## src/rtl/byte_stream_mem_writer_pkg.sv

```systemverilog
// Shared types and helpers for the byte-stream-to-RAM writer.
package byte_stream_mem_writer_pkg;

  typedef enum logic [1:0] {
    IDLE    = 2'd0,
    CAPTURE = 2'd1,
    LAST_WR = 2'd2,
    DONE    = 2'd3
  } state_e;

  localparam int BYTES_PER_WORD = 4;
  localparam int LANE_W         = 2;
  localparam int WORD_W         = 8 * BYTES_PER_WORD;

  // Number of filled lanes (0..4) to a contiguous low-lane byteenable mask.
  function automatic logic [BYTES_PER_WORD-1:0] lanes_to_be(input logic [LANE_W:0] lanes);
    logic [BYTES_PER_WORD-1:0] be;
    be = '0;
    for (int i = 0; i < BYTES_PER_WORD; i++) begin
      if (i < int'(lanes)) be[i] = 1'b1;
    end
    return be;
  endfunction

endpackage

```

## src/rtl/byte_stream_mem_writer_packer.sv

```systemverilog
// Packs accepted bytes little-endian into a 32-bit word; word_o already
// includes the byte being accepted this cycle.
module byte_packer_4to32
  import byte_stream_mem_writer_pkg::*;
(
  input  logic              clk,
  input  logic              reset,
  input  logic              clear_i,
  input  logic              accept_i,
  input  logic [7:0]        data_i,
  output logic [LANE_W-1:0] lane_o,
  output logic [WORD_W-1:0] word_o,
  output logic              word_ready_o
);

  logic [LANE_W-1:0] lane_q, lane_d;
  logic [WORD_W-1:0] pack_q, pack_d;

  always_comb begin
    word_o = pack_q;
    if (accept_i) word_o[{lane_q, 3'b000} +: 8] = data_i;
    word_ready_o = accept_i && (lane_q == LANE_W'(BYTES_PER_WORD - 1));
    lane_d = lane_q;
    pack_d = pack_q;
    if (clear_i) begin
      lane_d = '0;
      pack_d = '0;
    end else if (accept_i) begin
      // Lane counter wraps 3->0 naturally; a completed word leaves zeros behind.
      lane_d = lane_q + 1'b1;
      pack_d = word_ready_o ? '0 : word_o;
    end
  end

  always_ff @(posedge clk) begin
    if (reset) begin
      lane_q <= '0;
      pack_q <= '0;
    end else begin
      lane_q <= lane_d;
      pack_q <= pack_d;
    end
  end

  assign lane_o = lane_q;

endmodule

```

## src/rtl/byte_stream_mem_writer.sv

```systemverilog
// Captures a byte stream into the on-chip RAM through an Avalon-MM write
// master, with fixed-length or circular capture and CSR-visible status.
module byte_stream_mem_writer
  import byte_stream_mem_writer_pkg::*;
#(
  parameter int ADDR_W = 10,
  parameter int DEPTH  = 1024
) (
  input  logic              clk,
  input  logic              reset,
  input  logic              start,
  input  logic              stop,
  input  logic [ADDR_W:0]   word_count,
  input  logic              wrap_en,
  input  logic [7:0]        s_data,
  input  logic              s_valid,
  output logic              s_ready,
  output logic [ADDR_W-1:0] avm_address,
  output logic [3:0]        avm_byteenable,
  output logic              avm_chipselect,
  output logic              avm_write,
  output logic [31:0]       avm_writedata,
  output logic              avm_clken,
  output logic              busy,
  output logic              done,
  output logic              wrapped,
  output logic [ADDR_W:0]   words_written
);

  localparam logic [ADDR_W-1:0] LAST_ADDR = ADDR_W'(DEPTH - 1);
  localparam logic [ADDR_W:0]   DEPTH_CNT = (ADDR_W + 1)'(DEPTH);

  state_e              state_q;
  logic [ADDR_W-1:0]   addr_q;
  logic [ADDR_W:0]     count_q;
  logic [ADDR_W:0]     target_q;
  logic                wrap_q;
  logic                wrapped_q;
  logic                done_q;
  logic                wr_q;
  logic [3:0]          be_q;
  logic [WORD_W-1:0]   data_q;

  logic                accept;
  logic                word_ready;
  logic [LANE_W-1:0]   lane;
  logic [WORD_W-1:0]   packed_word;
  logic [LANE_W:0]     pending;
  logic                final_word;

  assign accept     = s_valid && (state_q == CAPTURE);
  assign pending    = {1'b0, lane} + {{LANE_W{1'b0}}, accept};
  assign final_word = !wrap_q && (count_q == target_q - 1'b1);

  byte_packer_4to32 u_packer (
    .clk          (clk),
    .reset        (reset),
    .clear_i      (state_q != CAPTURE),
    .accept_i     (accept),
    .data_i       (s_data),
    .lane_o       (lane),
    .word_o       (packed_word),
    .word_ready_o (word_ready)
  );

  // Control FSM; the write strobe and its payload are registered so each
  // write appears in the cycle after the byte that completed it.
  always_ff @(posedge clk) begin
    if (reset) begin
      state_q   <= IDLE;
      addr_q    <= '0;
      count_q   <= '0;
      target_q  <= '0;
      wrap_q    <= 1'b0;
      wrapped_q <= 1'b0;
      done_q    <= 1'b0;
      wr_q      <= 1'b0;
      be_q      <= '0;
      data_q    <= '0;
    end else begin
      wr_q   <= 1'b0;
      be_q   <= '0;
      data_q <= '0;

      if (wr_q) begin
        addr_q <= addr_q + 1'b1;
        if (wrap_q && (addr_q == LAST_ADDR)) wrapped_q <= 1'b1;
        if (count_q != DEPTH_CNT) count_q <= count_q + 1'b1;
      end

      unique case (state_q)
        IDLE, DONE: begin
          if (start) begin
            state_q   <= CAPTURE;
            addr_q    <= '0;
            count_q   <= '0;
            wrapped_q <= 1'b0;
            done_q    <= 1'b0;
            wrap_q    <= wrap_en;
            target_q  <= (word_count == '0) ? DEPTH_CNT : word_count;
          end
        end
        CAPTURE: begin
          if (word_ready) begin
            wr_q   <= 1'b1;
            be_q   <= lanes_to_be((LANE_W + 1)'(BYTES_PER_WORD));
            data_q <= packed_word;
            if (final_word || stop) state_q <= LAST_WR;
          end else if (stop) begin
            // Flush whatever lanes are filled; an empty word produces no write.
            state_q <= LAST_WR;
            if (pending != '0) begin
              wr_q   <= 1'b1;
              be_q   <= lanes_to_be(pending);
              data_q <= packed_word;
            end
          end
        end
        LAST_WR: begin
          state_q <= DONE;
          done_q  <= 1'b1;
        end
        default: state_q <= IDLE;
      endcase
    end
  end

  assign s_ready        = (state_q == CAPTURE);
  assign busy           = (state_q == CAPTURE) || (state_q == LAST_WR);
  assign done           = done_q;
  assign wrapped        = wrapped_q;
  assign words_written  = count_q;
  assign avm_address    = addr_q;
  assign avm_write      = wr_q;
  assign avm_chipselect = wr_q;
  assign avm_byteenable = be_q;
  assign avm_writedata  = data_q;
  assign avm_clken      = 1'b1;

endmodule
```

## config.mk

```make
export PLATFORM = sky130hd
export DESIGN_NAME = byte_stream_mem_writer
export DESIGN_NICKNAME = d
export VERILOG_FILES = /design/src/rtl/byte_stream_mem_writer_pkg.sv /design/src/rtl/byte_stream_mem_writer_packer.sv /design/src/rtl/byte_stream_mem_writer.sv
export SDC_FILE = /design/constraint.sdc
export NUM_CORES = 1
export LEC_CHECK = 0
export BUFFER_PORTS_ARGS = -buffer_cell sky130_fd_sc_hd__buf_2
export CAP_MARGIN = 20
export CORE_ASPECT_RATIO = 0.7
export CORE_MARGIN = 3
export CORE_UTILIZATION = 55
export DETAILED_ROUTE_END_ITERATION = 6
export GPL_TIMING_DRIVEN = 0
export PLACE_DENSITY = 0.77
export RECOVER_POWER = 25
export SETUP_SLACK_MARGIN = 0.5
export SLEW_MARGIN = 10
export SYNTH_ARGS = -nofsm -noshare
export SYNTH_HDL_FRONTEND = slang
export SYNTH_HIERARCHICAL = 1
export SYNTH_SLANG_ARGS = --single-unit
```

## constraint.sdc

```tcl
create_clock -name clk -period 3.05 [get_ports clk]
set_clock_uncertainty 0.2 [all_clocks]
set_input_delay 0.1525 -clock clk [delete_from_list [all_inputs] [get_ports clk]]
set_output_delay 0.1525 -clock clk [all_outputs]
set_load 0.01 [all_outputs]
```

# ---- After elaboration in Yosys (flattened, before gate mapping)
# Index checks and enable logic that the tools add are counted.
dict set report word_totals {
  reg_bits 108
  wordCells 88
}
dict set report classes {
  addsub 6
  bitwise_logic 1
  n_lt_le_gt_ge 4
  n_reduce_logical 17
  eq_ne 11
  muxes 35
  shifts 2
}
# cell n
set op_table {}
lappend op_table {{$mux 32} 5}
lappend op_table {{$mux 11} 5}
lappend op_table {{$bwmux 32} 1}
lappend op_table {{$shift 8x7->32 const A} 1}
lappend op_table {{$shiftx 8x7->32} 1}
lappend op_table {{$mux 10} 3}
lappend op_table {{$mux 1} 12}
lappend op_table {{$mux 4} 3}
lappend op_table {{$add 11x1->11 const B} 1}
lappend op_table {{$eq 11x11->1} 1}
lappend op_table {{$logic_not 11->1} 1}
lappend op_table {{$ne 11x11->1 const B} 1}
lappend op_table {{$sub 11x1->11 const B} 1}
lappend op_table {{$add 10x1->10 const B} 1}
lappend op_table {{$eq 10x10->1 const B} 1}
lappend op_table {{$mux 2} 4}
lappend op_table {{$neg 5->7} 1}
lappend op_table {{$eq 2x2->1 const B} 3}
lappend op_table {{$lt 1x3->1 const A} 2}
lappend op_table {{$lt 2x3->1 const A} 2}
lappend op_table {{$pmux 2 s3} 1}
lappend op_table {{$reduce_or 2->1} 3}
lappend op_table {{$logic_and 1x1->1} 4}
lappend op_table {{$reduce_and 2->1} 2}
lappend op_table {{15 further kinds} 16}

# ---- Longest topological paths before layout
dict set report depth {
  word_depth 8
  depth_mapped 12
  depth_no_buf 10
}

# ---- Cells and area by module
# Netlist, hierarchy kept.
# mod area_per_inst_um2 seq_area_each_um2 instances cells_each
set by_module_without_submodules {}
lappend by_module_without_submodules {byte_stream_mem_writer 3044.2 1481.4 1 318}
lappend by_module_without_submodules {byte_packer_4to32 1577.8 680.7 1 171}

# ---- Worst setup path before layout
# No wires, ideal clock.
dict set report synth_path {
  path_type {flip-flop to flip-flop}
  startpoint {register state_q[1]}
  endpoint {register state_q[1]}
  stages_incl_launch_ff 13
  arrival_ns 2.388
  setup_ns 0.115
  path_slack_ns 0.347
  n_path_buf 2
  required_ns 2.735
  cell_sequence {dfxtp_1 > inv_1 > ha_1 > and2_1 > buf_4 > nand2_1 > clkbuf_1 > inv_1 > nor4b_1 > o211ai_1 > o41ai_4 > a21oi_1 > o21ba_2}
}
dict set report synth_between {
  elab_chain_cells 5
  word_cells_on_any_way 13
  classes_between {6 x eq/ne; 2 x mux; 5 x reduce/logical}
}
# element line_no
set synth_lines {}
lappend synth_lines {{start: declaration} byte_stream_mem_writer.sv:33} ;# state_e state_q;
lappend synth_lines {{start signal: assignment} byte_stream_mem_writer.sv:70} ;# state_q <= IDLE;
lappend synth_lines {{start signal: assignment} byte_stream_mem_writer.sv:94} ;# state_q <= CAPTURE;
lappend synth_lines {{start signal: assignment} byte_stream_mem_writer.sv:108} ;# if (final_word || stop) state_q <= LAST_WR;
lappend synth_lines {{$eq 2x1->1 *} n/a}
lappend synth_lines {{net s_ready} byte_stream_mem_writer.sv:17} ;# output logic s_ready,
lappend synth_lines {{$logic_and 1x1->1 *} byte_stream_mem_writer.sv:51} ;# assign accept = s_valid && (state_q == CAPTURE);
lappend synth_lines {{net accept} byte_stream_mem_writer.sv:44} ;# logic accept;
lappend synth_lines {{$logic_and 1x1->1 *} byte_stream_mem_writer_packer.sv:22} ;# word_ready_o = accept_i && (lane_q == LANE_W'(BYTES_PER_WORD - 1));
lappend synth_lines {{net word_ready} byte_stream_mem_writer.sv:45} ;# logic word_ready;
lappend synth_lines {{$ne 3x3->1 (no source line) (tied with other cells)} n/a}
lappend synth_lines {{$reduce_and 3->1 (no source line) / $pmux 2 s3 (equally long branches)} n/a}
# The timed path passes the listed nets; every way through them passes the cells marked *.
# A chain may end at the register's enable or synchronous reset.

# ---- Final worst setup path
dict set report layout_path {
  startpoint {register target_q[2]}
  endpoint {register state_q[1]}
}
dict set report layout_between {
  elab_chain_cells 6
}
# element line_no
set layout_lines {}
lappend layout_lines {{start: declaration} byte_stream_mem_writer.sv:36} ;# logic [ADDR_W:0] target_q;
lappend layout_lines {{start signal: assignment} byte_stream_mem_writer.sv:100} ;# target_q <= (word_count == '0) ? DEPTH_CNT : word_count;
lappend layout_lines {{$sub 11x1->11} byte_stream_mem_writer.sv:53} ;# assign final_word = !wrap_q && (count_q == target_q - 1'b1);
lappend layout_lines {{$eq 11x11->1} byte_stream_mem_writer.sv:53}
lappend layout_lines {{$logic_and 1x1->1} byte_stream_mem_writer.sv:53}
lappend layout_lines {{$logic_or 1x1->1} byte_stream_mem_writer.sv:108}
lappend layout_lines {{$ne 3x3->1 (no source line)} n/a}
lappend layout_lines {{$reduce_and 3->1 (no source line)} n/a}
lappend layout_lines {{end signal: assignment} byte_stream_mem_writer.sv:108}
lappend layout_lines {{end signal: assignment} byte_stream_mem_writer.sv:111} ;# state_q <= LAST_WR;
lappend layout_lines {{end signal: assignment} byte_stream_mem_writer.sv:120} ;# state_q <= DONE;
# Every way passes these cells.

==> out/summary.txt <==
GP Congestion: 0.8797
Ant diodes: 0
Final ANT Viol Nets: 0
Die X: 115.6 um
Ys flop type: dfxtp_1
Nature of the critical path startpoint: flop
IO Count: 89
Most frequent cells in the layout: dfxtp_1, nor2_1, clkbuf_1
Unrepaired setup endpoints after global routing: true
Drt first pass iters: 4
Fin Hold WS: 174.8 ps
Max Slew Vio Count: 0
Max Cap Viol: 0
Power Density: 626.1 nW/um^2
Final Setup Violations: 0
Post-synthesis cell type count: 51
DR vias: 3986
Sinks on Clock Net: 108
Die area: 9557 sq um
Initial core utilization: 0.5773
Crit path time final: 2750 ps
Skew-Pair Late Insertion Delay: 350 ps
Vias in the first global route: 3704
GRT Total Usage: 0.2436
Worst-path fanout max: 4
Critical path arrival: 2790 ps
Clk Tree Root Cell: clkbuf_16
Netlist area before placement: 4622 sq um
Area contributors post-synth: dfxtp_1, and2_1, a22o_1
Std-Cell Rows: 27
PortBufs: 87
Final hold vios: 0
Mapped Cells: 489
DR vias/cell: 5.506
CTS tree: done
Placed cell area: 5206 sq um
Post-route DRC violation count: 0
Ys Warns: 6
Gr ovfl total: 0
Drt wl/cell: 16.05 um
First-pass GRT wire length: 18.14 mm
Fmax: 363.7 MHz
Most common cell after layout, fill and taps aside: dfxtp_1
TNS Setup: 0 ps
Hold crit path type: in -> reg
Pin count of the biggest net entering global routing: 19
Clock transition at path regs: 70 ps
Leak Pwr: 0.002515 uW
Seq/Total Area, Yosys: 0.4678
CTS HTree Levels: 3
Syn_nets: 530
Outcome: complete, no violations
Initial antenna violation count: 0
Final HPWL DP: 8.107 mm
Die H: 82.70 um
Tcrit/Tclk final: 0.9015
Normalized max-slew margin: 0.5321
Core ar.: 8006 sq um
Violation count after the first detailed-route iteration: 345
Yosys top cell area share: 0.4678
Post-route cell area: 5882 sq um
Layout Nets: 659
Share of layout cells above drive strength 1: 0.1750
WP data required: 3090 ps
Area grow syn2layout: 27.26%
Cts bufs inserted: 9
Worst-margin pin slew: 701.8 ps
Count of flip-flops with a built-in enable after synthesis: 0
Synth area leader: dfxtp_1
Average cell area after synthesis: 9.452 sq um
Clock buffer depth: 2
FFs w/ async S/R, synth: 0
CP Class: reg -> reg
Yosys reg bits: 108
DRT Wirelength: 11.62 mm
Worst VDD drop: 0.3312 mV
Worst setup EP type: flop
-- worst paths after layout --
check                           cells after the start  slack [ps]                                to                             start
worst min-delay path                                5         170   u_packer/lane_o[1]$_SDFFE_PP0P_                           s_valid
worst max-delay path                                9         300           state_q[1]$_SDFFE_PP0P_          target_q[2]$_SDFFE_PP0P_
worst max register to register                      9         300           state_q[1]$_SDFFE_PP0P_          target_q[2]$_SDFFE_PP0P_
worst min register to register                      1         290  u_packer/pack_q[28]$_SDFFE_PP0P_  u_packer/pack_q[28]$_SDFFE_PP0P_
-- final cells by class --
| class | count | area (sq um) |
|---|---|---|
| multi-input cells | 332 | 2354 |
| flip-flops and latches | 108 | 2171 |
| fillers | 638 | 2125 |
| repair buffers | 118 | 673.1 |
| clock buffers | 10 | 229.0 |
| plain buffers | 19 | 140.1 |
| well taps | 101 | 126.4 |
| inverters | 30 | 115.1 |
| clock inverters | 6 | 73.82 |
-- synth_stat cells, types with 3 or more instances --
cell        n
dfxtp_1   108
nor2_1     54
and2_1     48
a22o_1     32
inv_1      30
nand2_1    21
and3_1     17
a21oi_1    16
a32oi_1    16
ha_1       16
xor2_1     15
clkbuf_1   14
xnor2_1    12
nor2b_1     7
nor3_1      7
nand4_1     6
nor4_1      6
o21ai_0     5
nand2b_1    4
nand3_1     4
nor3b_1     4
or3_1       4
buf_4       3
nor4b_1     3
o21a_1      3
-- power breakdown --
| part | internal (uW) | total [uW] | switching, uW | leakage, uW |
|---|---|---|---|---|
| Combinational | 425 | 963 | 538 | 0.00150 |
| Clock | 645 | 1170 | 521 | 0.000141 |
| Sequential | 1480 | 1550 | 78.4 | 0.000874 |
-- registers in the layout, indices dropped and copies added, names as in the netlist --
signal and flops:
u_packer/lane_o 2, avm_byteenable 4, done 1, wrapped 1, wrap_q 1, words_written 11, avm_address 10, u_packer/pack_q 32
state_q 2, target_q 11, avm_writedata 32, avm_chipselect 1
-- per-layer routing --
metal / GRT usage / up-vias / part of all wire
li1: - / 1960 / -
met1: 0.3483 / 1874 / 0.50
met2: 0.3637 / 140 / 0.43
met3: 0.06191 / 12 / 0.060
met4: 0.07034 / 0 / 0.012
met5: 0 / - / 0
-- stage by stage --
step,util,power (uW),setup WS [ps],instances
finish,0.7346,3683,300.3,724
global route,0.7346,3863,239.3,724
CTS,0.7300,3609,352.9,719
detailed placement,0.6503,2347,111.0,677
global placement,0.6503,2317,186.9,677
floorplan,-,2146,514.4,489
-- logic make-up (layout without fill, tap and decap cells) --
group | count (synthesis) | in the layout | share of synthesized area
muxes | 2 | 2 | 0.004332
buffers and inverters | 49 | 183 | 0.04412
AOI/OAI and AO/OA | 89 | 89 | 0.1532
xor gates and xnor gates | 27 | 27 | 0.05116
DFF | 108 | 108 | 0.4678
other | 1 | 1 | 0.0008113
adders and majority gates | 16 | 16 | 0.04331
and+or+nand+nor | 197 | 197 | 0.2352
-- what timing repair did --
item                       in CTS  in global routing
setup endpoints to repair      32                 34
buffers inserted                3                  5
hold endpoints to repair       25                  0
cloned                          0                  0
pin swaps                       4                  9
gates resized for setup        26                 14
hold buffers                   23                  0
-- worst max-delay path, cell delays in order, from the launching register on --
cell,delay [ps]
dfxtp_2,320
buf_6,120
or4_4,480
or4_4,440
a21oi_4,180
a31oi_4,50
o41ai_4,410
buf_4,180
a21oi_2,60
o21ba_4,190
Note: power is estimated with default switching activity, not from simulation.
